`src/rtl/pipe_stage_reg.sv`:
```
// rtl/pipe_stage_reg.sv - generic inter-stage pipeline register with stall, flush and stall-cycle counter
module pipe_stage_reg #(
    parameter int          DATA_W    = 160,
    parameter logic [31:0] PC_RESET  = 32'h0000_3000,
    parameter logic [31:0] NOP_INSTR = 32'h0000_0000,
    parameter int          CNT_W     = 8
) (
    input  logic              clk,
    input  logic              reset,
    input  logic              stall_i,
    input  logic              flush_i,
    input  logic              flush_keep_pc_i,
    input  logic              valid_i,
    input  logic [31:0]       instr_i,
    input  logic [31:0]       pc_i,
    input  logic [DATA_W-1:0] data_i,
    output logic              valid_o,
    output logic [31:0]       instr_o,
    output logic [31:0]       pc_o,
    output logic [DATA_W-1:0] data_o,
    output logic [CNT_W-1:0]  stall_cnt_o,
    output logic              bubble_o
);

    localparam logic [CNT_W-1:0] CNT_MAX = {CNT_W{1'b1}};

    // data_i is only sampled on a load, so an unknown payload during stall/flush never reaches data_o
    always_ff @(posedge clk) begin
        if (reset) begin
            valid_o     <= 1'b0;
            instr_o     <= NOP_INSTR;
            pc_o        <= PC_RESET;
            data_o      <= '0;
            stall_cnt_o <= '0;
        end else if (flush_i) begin
            valid_o     <= 1'b0;
            instr_o     <= NOP_INSTR;
            pc_o        <= flush_keep_pc_i ? pc_i : PC_RESET;
            data_o      <= '0;
            stall_cnt_o <= '0;
        end else if (stall_i) begin
            if (stall_cnt_o != CNT_MAX) begin
                stall_cnt_o <= stall_cnt_o + 1'b1;
            end
        end else begin
            valid_o     <= valid_i;
            instr_o     <= instr_i;
            pc_o        <= pc_i;
            data_o      <= data_i;
            stall_cnt_o <= '0;
        end
    end

    assign bubble_o = ~valid_o;

endmodule
```
`config.mk`:
```
export PLATFORM = sky130hd
export DESIGN_NAME = pipe_stage_reg
export DESIGN_NICKNAME = d
export VERILOG_FILES = /design/src/rtl/pipe_stage_reg.sv
export SDC_FILE = /design/constraint.sdc
export NUM_CORES = 1
export LEC_CHECK = 0
export ABC_AREA = 1
export CAP_MARGIN = 0
export CORE_AREA = 2 2 181 183
export CTS_BUF_LIST = sky130_fd_sc_hd__clkbuf_4 sky130_fd_sc_hd__clkbuf_8
export DETAILED_ROUTE_END_ITERATION = 6
export DIE_AREA = 0 0 183 185
export SLEW_MARGIN = 20
export SYNTH_ARGS = -nofsm -noshare
export SYNTH_HDL_FRONTEND = slang
export SYNTH_SLANG_ARGS = --single-unit
```
`constraint.sdc`:
```
create_clock -name clk -period 1.6 [get_ports clk]
set_input_delay 0.32 -clock clk [delete_from_list [all_inputs] [get_ports clk]]
set_output_delay 0.32 -clock clk [all_outputs]
set_load 0.01 [all_outputs]
```
==> metrics, run 1 <==
Multi-input gate area=3060 µm²; Max Cap Viol=0; Buf/Inv on CP=1; area occupied by registers=4670 µm²; Synth area leaders=dfxtp_1, nand2_1, a21oi_1, buf_6, buf_4; Post-synth top cells=nand2_1, dfxtp_1, a21oi_1; drt via density=4.34; Post-route DRC=0; Starting Density=26.0%; P_leak=6.43 nW; Worst Setup Path Type=flop to output port; Synthesis Warnings=0; row count=66; EDFF count, synth=0; Core ar.=32000 µm²; Worst IR Drop VDD=551 µV; initial DRC count=317; Worst path slowest cell=dfxtp_2; critical path launch point type=flop; Top Ports=464; die height=185 µm; setup ws final=66.6 ps; synth unique cells=20; H-tree depth=2; Post-DRT Antenna Nets=0; unrepaired setup endpoints after global routing=no; Power Density=976 nW/µm²; worst min-delay path category=primary input to flop; global route overflow=0; CTS clk-pin slew, worst paths=60 ps; cells after synthesis=1042; Setup Viol. Count Final=0; antenna fix cells=0; Critical Path RT=1280 ps; Vias=8491; GRT Total Usage=16.3%; Net Count, Synth=1273; Num CTS Buffers=42; antenna violations before repair=0; CTS Sinks=233; CP cell instances=dlygate4sd2_1; ratio of cells with drive above 1 in the final layout=8.26%; die area=33900 µm²; synthesized area per cell=8.00 µm²; DP Worst Slack=-44.3 ps; prevailing post-synth register cell=dfxtp_1; worst-path fanout max=7; CTS Buffer Depth=3; skew final=4.50 ps; first-pass GRT wire length=44500 µm; CTS Hold Bufs=0; Layout Nets=1754; TNS Setup=0 ps; Setup Fix Bufs, Post-CTS=0; CP arrival=1210 ps; period utilization=95.8%; Clk Latency, worst-skew pair=520 ps; Synth area leader=dfxtp_1; Slew Viols, Final=0; top-count cell post-synth=nand2_1; Crit. End Element=output port; Final Util=44.0%; Crit path max-delay family=flip-flops; min Tclk post-route=1530 ps; PortBufs=463; asr flop ratio synth=0%; routed wire length=29200 µm; outcome=finished, final reports clean; FF+latch count, synth=233; Mapped Area=8330 µm²; Root Buffer=clkbuf_8; largest net degree at the start of global routing=119; Slew HR=61.5%; max incr delay on CP=380 ps; Routability Congestion=0.795; Final Hold Fails=0; P&R area growth vs syn=69.3%; fmax=652 MHz; top cell type's share of synthesized area=56.0%; Final Power=13.8 mW; DR WL/cell=14.9 µm; CTS tree=built; vias in the first global route=8271; fillcell total=3312; chip width=183 µm; Seq/Total Area, Yosys=56.0%; drt first pass iters=4; Worst Max-Slew Pin Slew=577 ps; detailed placement HPWL=21400 µm
==> placed cells by master, fill, tap and decap left out, types with 2 or more instances in the layout <==
cell type,Yosys,layout
nor2_1,7,7
dlygate4sd2_1,0,229
nand2_1,466,466
buf_12,0,17
dfxtp_2,0,4
nor2_2,3,3
clkdlybuf4s50_1,0,228
buf_4,28,29
a31oi_1,3,3
o21ai_0,25,25
a21oi_1,195,195
inv_1,15,15
dfxtp_1,233,229
bufinv_16,0,2
nand3_1,17,17
clkbuf_8,0,52
clkdlybuf4s15_1,0,5
clkbuf_4,0,15
==> what timing repair did <==
item / in CTS / in global routing
endpoints found under the setup margin: 234 / 6
resized for setup: 237 / 6
endpoints found under the hold margin: 0 / 0
==> layer usage <==
layer / wire length [µm] / vias to the layer above / GRT usage (%) / share of wire, %
met5: 0 / - / 0 / 0
met4: 944 / 0 / 6.08 / 3.2
met3: 2320 / 62 / 5.21 / 7.9
met2: 14000 / 304 / 28.1 / 48
met1: 12000 / 3826 / 19.1 / 41
li1: - / 4299 / - / -
==> flip-flops by register name, summed over array words and instances (netlist names) <==
name,count
pc_o,32
valid_o,1
instr_o,32
data_o,160
stall_cnt_o,8
==> cell type report <==
type,count,share of cell area (%)
Timing Repair Buffer,509,34.8
Clock buffer,67,5.87
Sequential cell,233,33.1
Multi-Input combinational cell,721,21.7
Tap cell,408,3.62
Clock inverter,4,0.514
Inverter,16,0.461
==> where the power goes <==
group | internal, mW | switching [mW] | total [mW]
logic | 0.945 | 0.742 | 1.69
registers | 6.01 | 0.0994 | 6.11
clock network | 3.58 | 2.40 | 5.98
==> cell families (layout without fill, tap and decap cells) <==
logic type | after synthesis | after routing | synth area share [%]
AND/OR/NAND/NOR | 495 | 495 | 22.8
flip-flops | 233 | 233 | 56.0
AO/OA/AOI/OAI | 225 | 225 | 13.6
buffers and inverters | 88 | 596 | 7.51
adder cells (fa/ha/maj) | 1 | 1 | 0.150
==> tightest hold or removal path, cell delays in order <==
cell and delay (ps):
buf_6 120, inv_6 80, nor2_4 70, o21ai_0 70, nor2_1 40
==> stage by stage <==
stage	cell area [µm²]	hold slack, ps	instances
3_5_place_dp	13500	439	1887
2_1_floorplan	8330	446	1042
4_1_cts	14100	192	1958
6_report	14100	220	1958
3_3_place_gp	13500	438	1887
5_1_grt	14100	209	1958
==> path summary, 6_finish.rpt <==
kind                                             startpoint  cells past startpoint                           to  slack, ps
worst max-delay path            stall_cnt_o[5]$_SDFFE_PP0P_                      1               stall_cnt_o[5]         70
worst min-delay path                                stall_i                      5  stall_cnt_o[6]$_SDFFE_PP0P_        220
worst max register to register  stall_cnt_o[0]$_SDFFE_PP0P_                      7  stall_cnt_o[2]$_SDFFE_PP0P_        230
worst min register to register        pc_o[31]$_SDFFE_PP0P_                      2        pc_o[31]$_SDFFE_PP0P_        450
No activity file was read; power rests on OpenSTA's default activity.
==> inputs of run 2 (changes only) <==
CORE_AREA = 3 3 177 179   (was 2 2 181 183)
DIE_AREA = 0 0 180 182   (was 0 0 183 185)
PLACE_DENSITY = 0.64   (was default)
==> run 2 against run 1 <==
Net effect: first-iteration DRC count up 2.2%; via count hardly changed; critical path depth stayed put; combinational power about the same; worst hold slack improved by 39 ps; clock-buffer cell count is 1 lower; largest power group unchanged.
==> metrics, run 2 (synthesis results as in run 1) <==
Post-DRT Antenna Nets=0; chip width=180 µm; Worst IR Drop VDD=663 µV; global route overflow=0; commonest non-fill, non-tap cells in the layout=nand2_1, dlygate4sd2_1, dfxtp_1; initial DRC count=324; P&R area growth vs syn=67.8%; skew final=0.964 ps; routed wire length=29900 µm; met2 wire len=14300 µm; Top Metal Used=met4; worst-path fanout max=2; Buf/Inv on CP=1; top flop regs=data_o (160), instr_o (32), pc_o (32); antenna fix cells=0; vias in the first global route=8225; Root Buffer=clkbuf_8; antenna violations before repair=0; Num CTS Buffers=43; Placed Cells incl. Taps=1858; Vias=8499; H-tree depth=2; die height=182 µm; Largest Register=data_o; Core ar.=29700 µm²; Max Cap Viol=0; Top Ports=464; Clk Latency, worst-skew pair=510 ps; max incr delay on CP=370 ps; Slew HR=68.9%; DR WL/cell=15.5 µm; Final Hold Fails=0; worst min-delay path category=primary input to flop; Crit path max-delay family=flip-flops; PortBufs=463; detailed placement HPWL=21800 µm; Post-route DRC=0; critical path launch point type=flop; WHS=259 ps; Worst Setup Path Type=flop to output port; first-pass GRT wire length=45600 µm; P_leak=6.39 nW; Starting Density=28.0%; Setup Viol. Count Final=0; GRT Total Usage=17.0%; ratio of cells with drive above 1 in the final layout=7.61%; CP cell instances=dlygate4sd2_1; die area=32800 µm²; met1 WL=11900 µm; Routability Congestion=0.829; period utilization=94.6%; CTS Hold Bufs=0; Slew Viols, Final=0; fmax=661 MHz; CTS clk-pin slew, worst paths=60 ps; CTS Buffer Depth=3; drt via density=4.41; CTS Sinks=233; CP arrival=1190 ps; largest net degree at the start of global routing=96; outcome=finished, final reports clean; Worst path slowest cell=dfxtp_1; drt first pass iters=4; most common cell after layout, fill and taps aside=nand2_1; Layout Nets=1744; Final Power=13.4 mW; Crit. End Element=output port; Power Density=957 nW/µm²; max reg flops=160; fillcell total=2963; Critical Path RT=1280 ps; routed wl met3=2610 µm; min Tclk post-route=1510 ps; Worst Max-Slew Pin Slew=466 ps; CTS tree=built; row count=63; unrepaired setup endpoints after global routing=no; Layout Cells excl Fill=1928
run 2: power by group:
| group | switching [mW] | internal [mW] |
|---|---|---|
| combinational | 0.742 | 0.937 |
| clock | 2.36 | 3.23 |
| sequential | 0.101 | 6.01 |
run 2: final timing paths:
check,from,to,slack [ps],cells past startpoint
max reg2reg,stall_cnt_o[0]$_SDFFE_PP0P_,stall_cnt_o[2]$_SDFFE_PP0P_,250,7
max,instr_o[8]$_SDFFE_PP0N_,instr_o[8],90,1
min,stall_i,instr_o[19]$_SDFFE_PP0N_,260,4
min reg2reg,pc_o[1]$_SDFFE_PP0P_,pc_o[1]$_SDFFE_PP0P_,450,2
run 2: area by class of cell:
type                            count  area [µm²]  share of cell area, %
Clock inverter                      4        22.5                  0.161
Sequential cell                   233        4670                   33.4
Timing Repair Buffer              498        4860                   34.7
Clock buffer                       66         821                   5.87
Inverter                           16        65.1                  0.465
Tap cell                          390         488                   3.49
Multi-Input combinational cell    721        3060                   21.9
run 2: worst register-to-register path, stage by stage (launching register included):
cell and delay [ps]:
dfxtp_1 380, ha_1 200, nand2_1 130, nor2_2 220
nand2_2 160, nand2_1 90, o211ai_1 70, inv_1 50
run 2: what timing repair did:
action,in CTS,in global routing
setup buffers,0,0
gates resized for setup,236,4
endpoints found under the setup margin,234,7
run 2: per-stage QoR:
stage	area, µm²	setup slack, ps	TNS (ps)	util, %
floorplan	8330	386	0	-
global placement	13400	14.5	0	45.2
detailed placement	13400	-7.11	-7.11	45.2
CTS	14000	1.61	0	47.0
global route	14000	1.67	0	47.1
finish	14000	86.8	0	47.1
run 2: routing by layer:
layer	track usage [%]	vias to the layer above
met5	0	-
met4	6.68	0
met3	6.39	73
met2	28.7	332
met1	19.5	3817
li1	-	4277
==> inputs of run 3 (changes only) <==
CTS_CLUSTER_DIAMETER = 80   (was default)
==> results of run 3 <==
No change in the layout: final DEF, timing and power equal those of run 2.
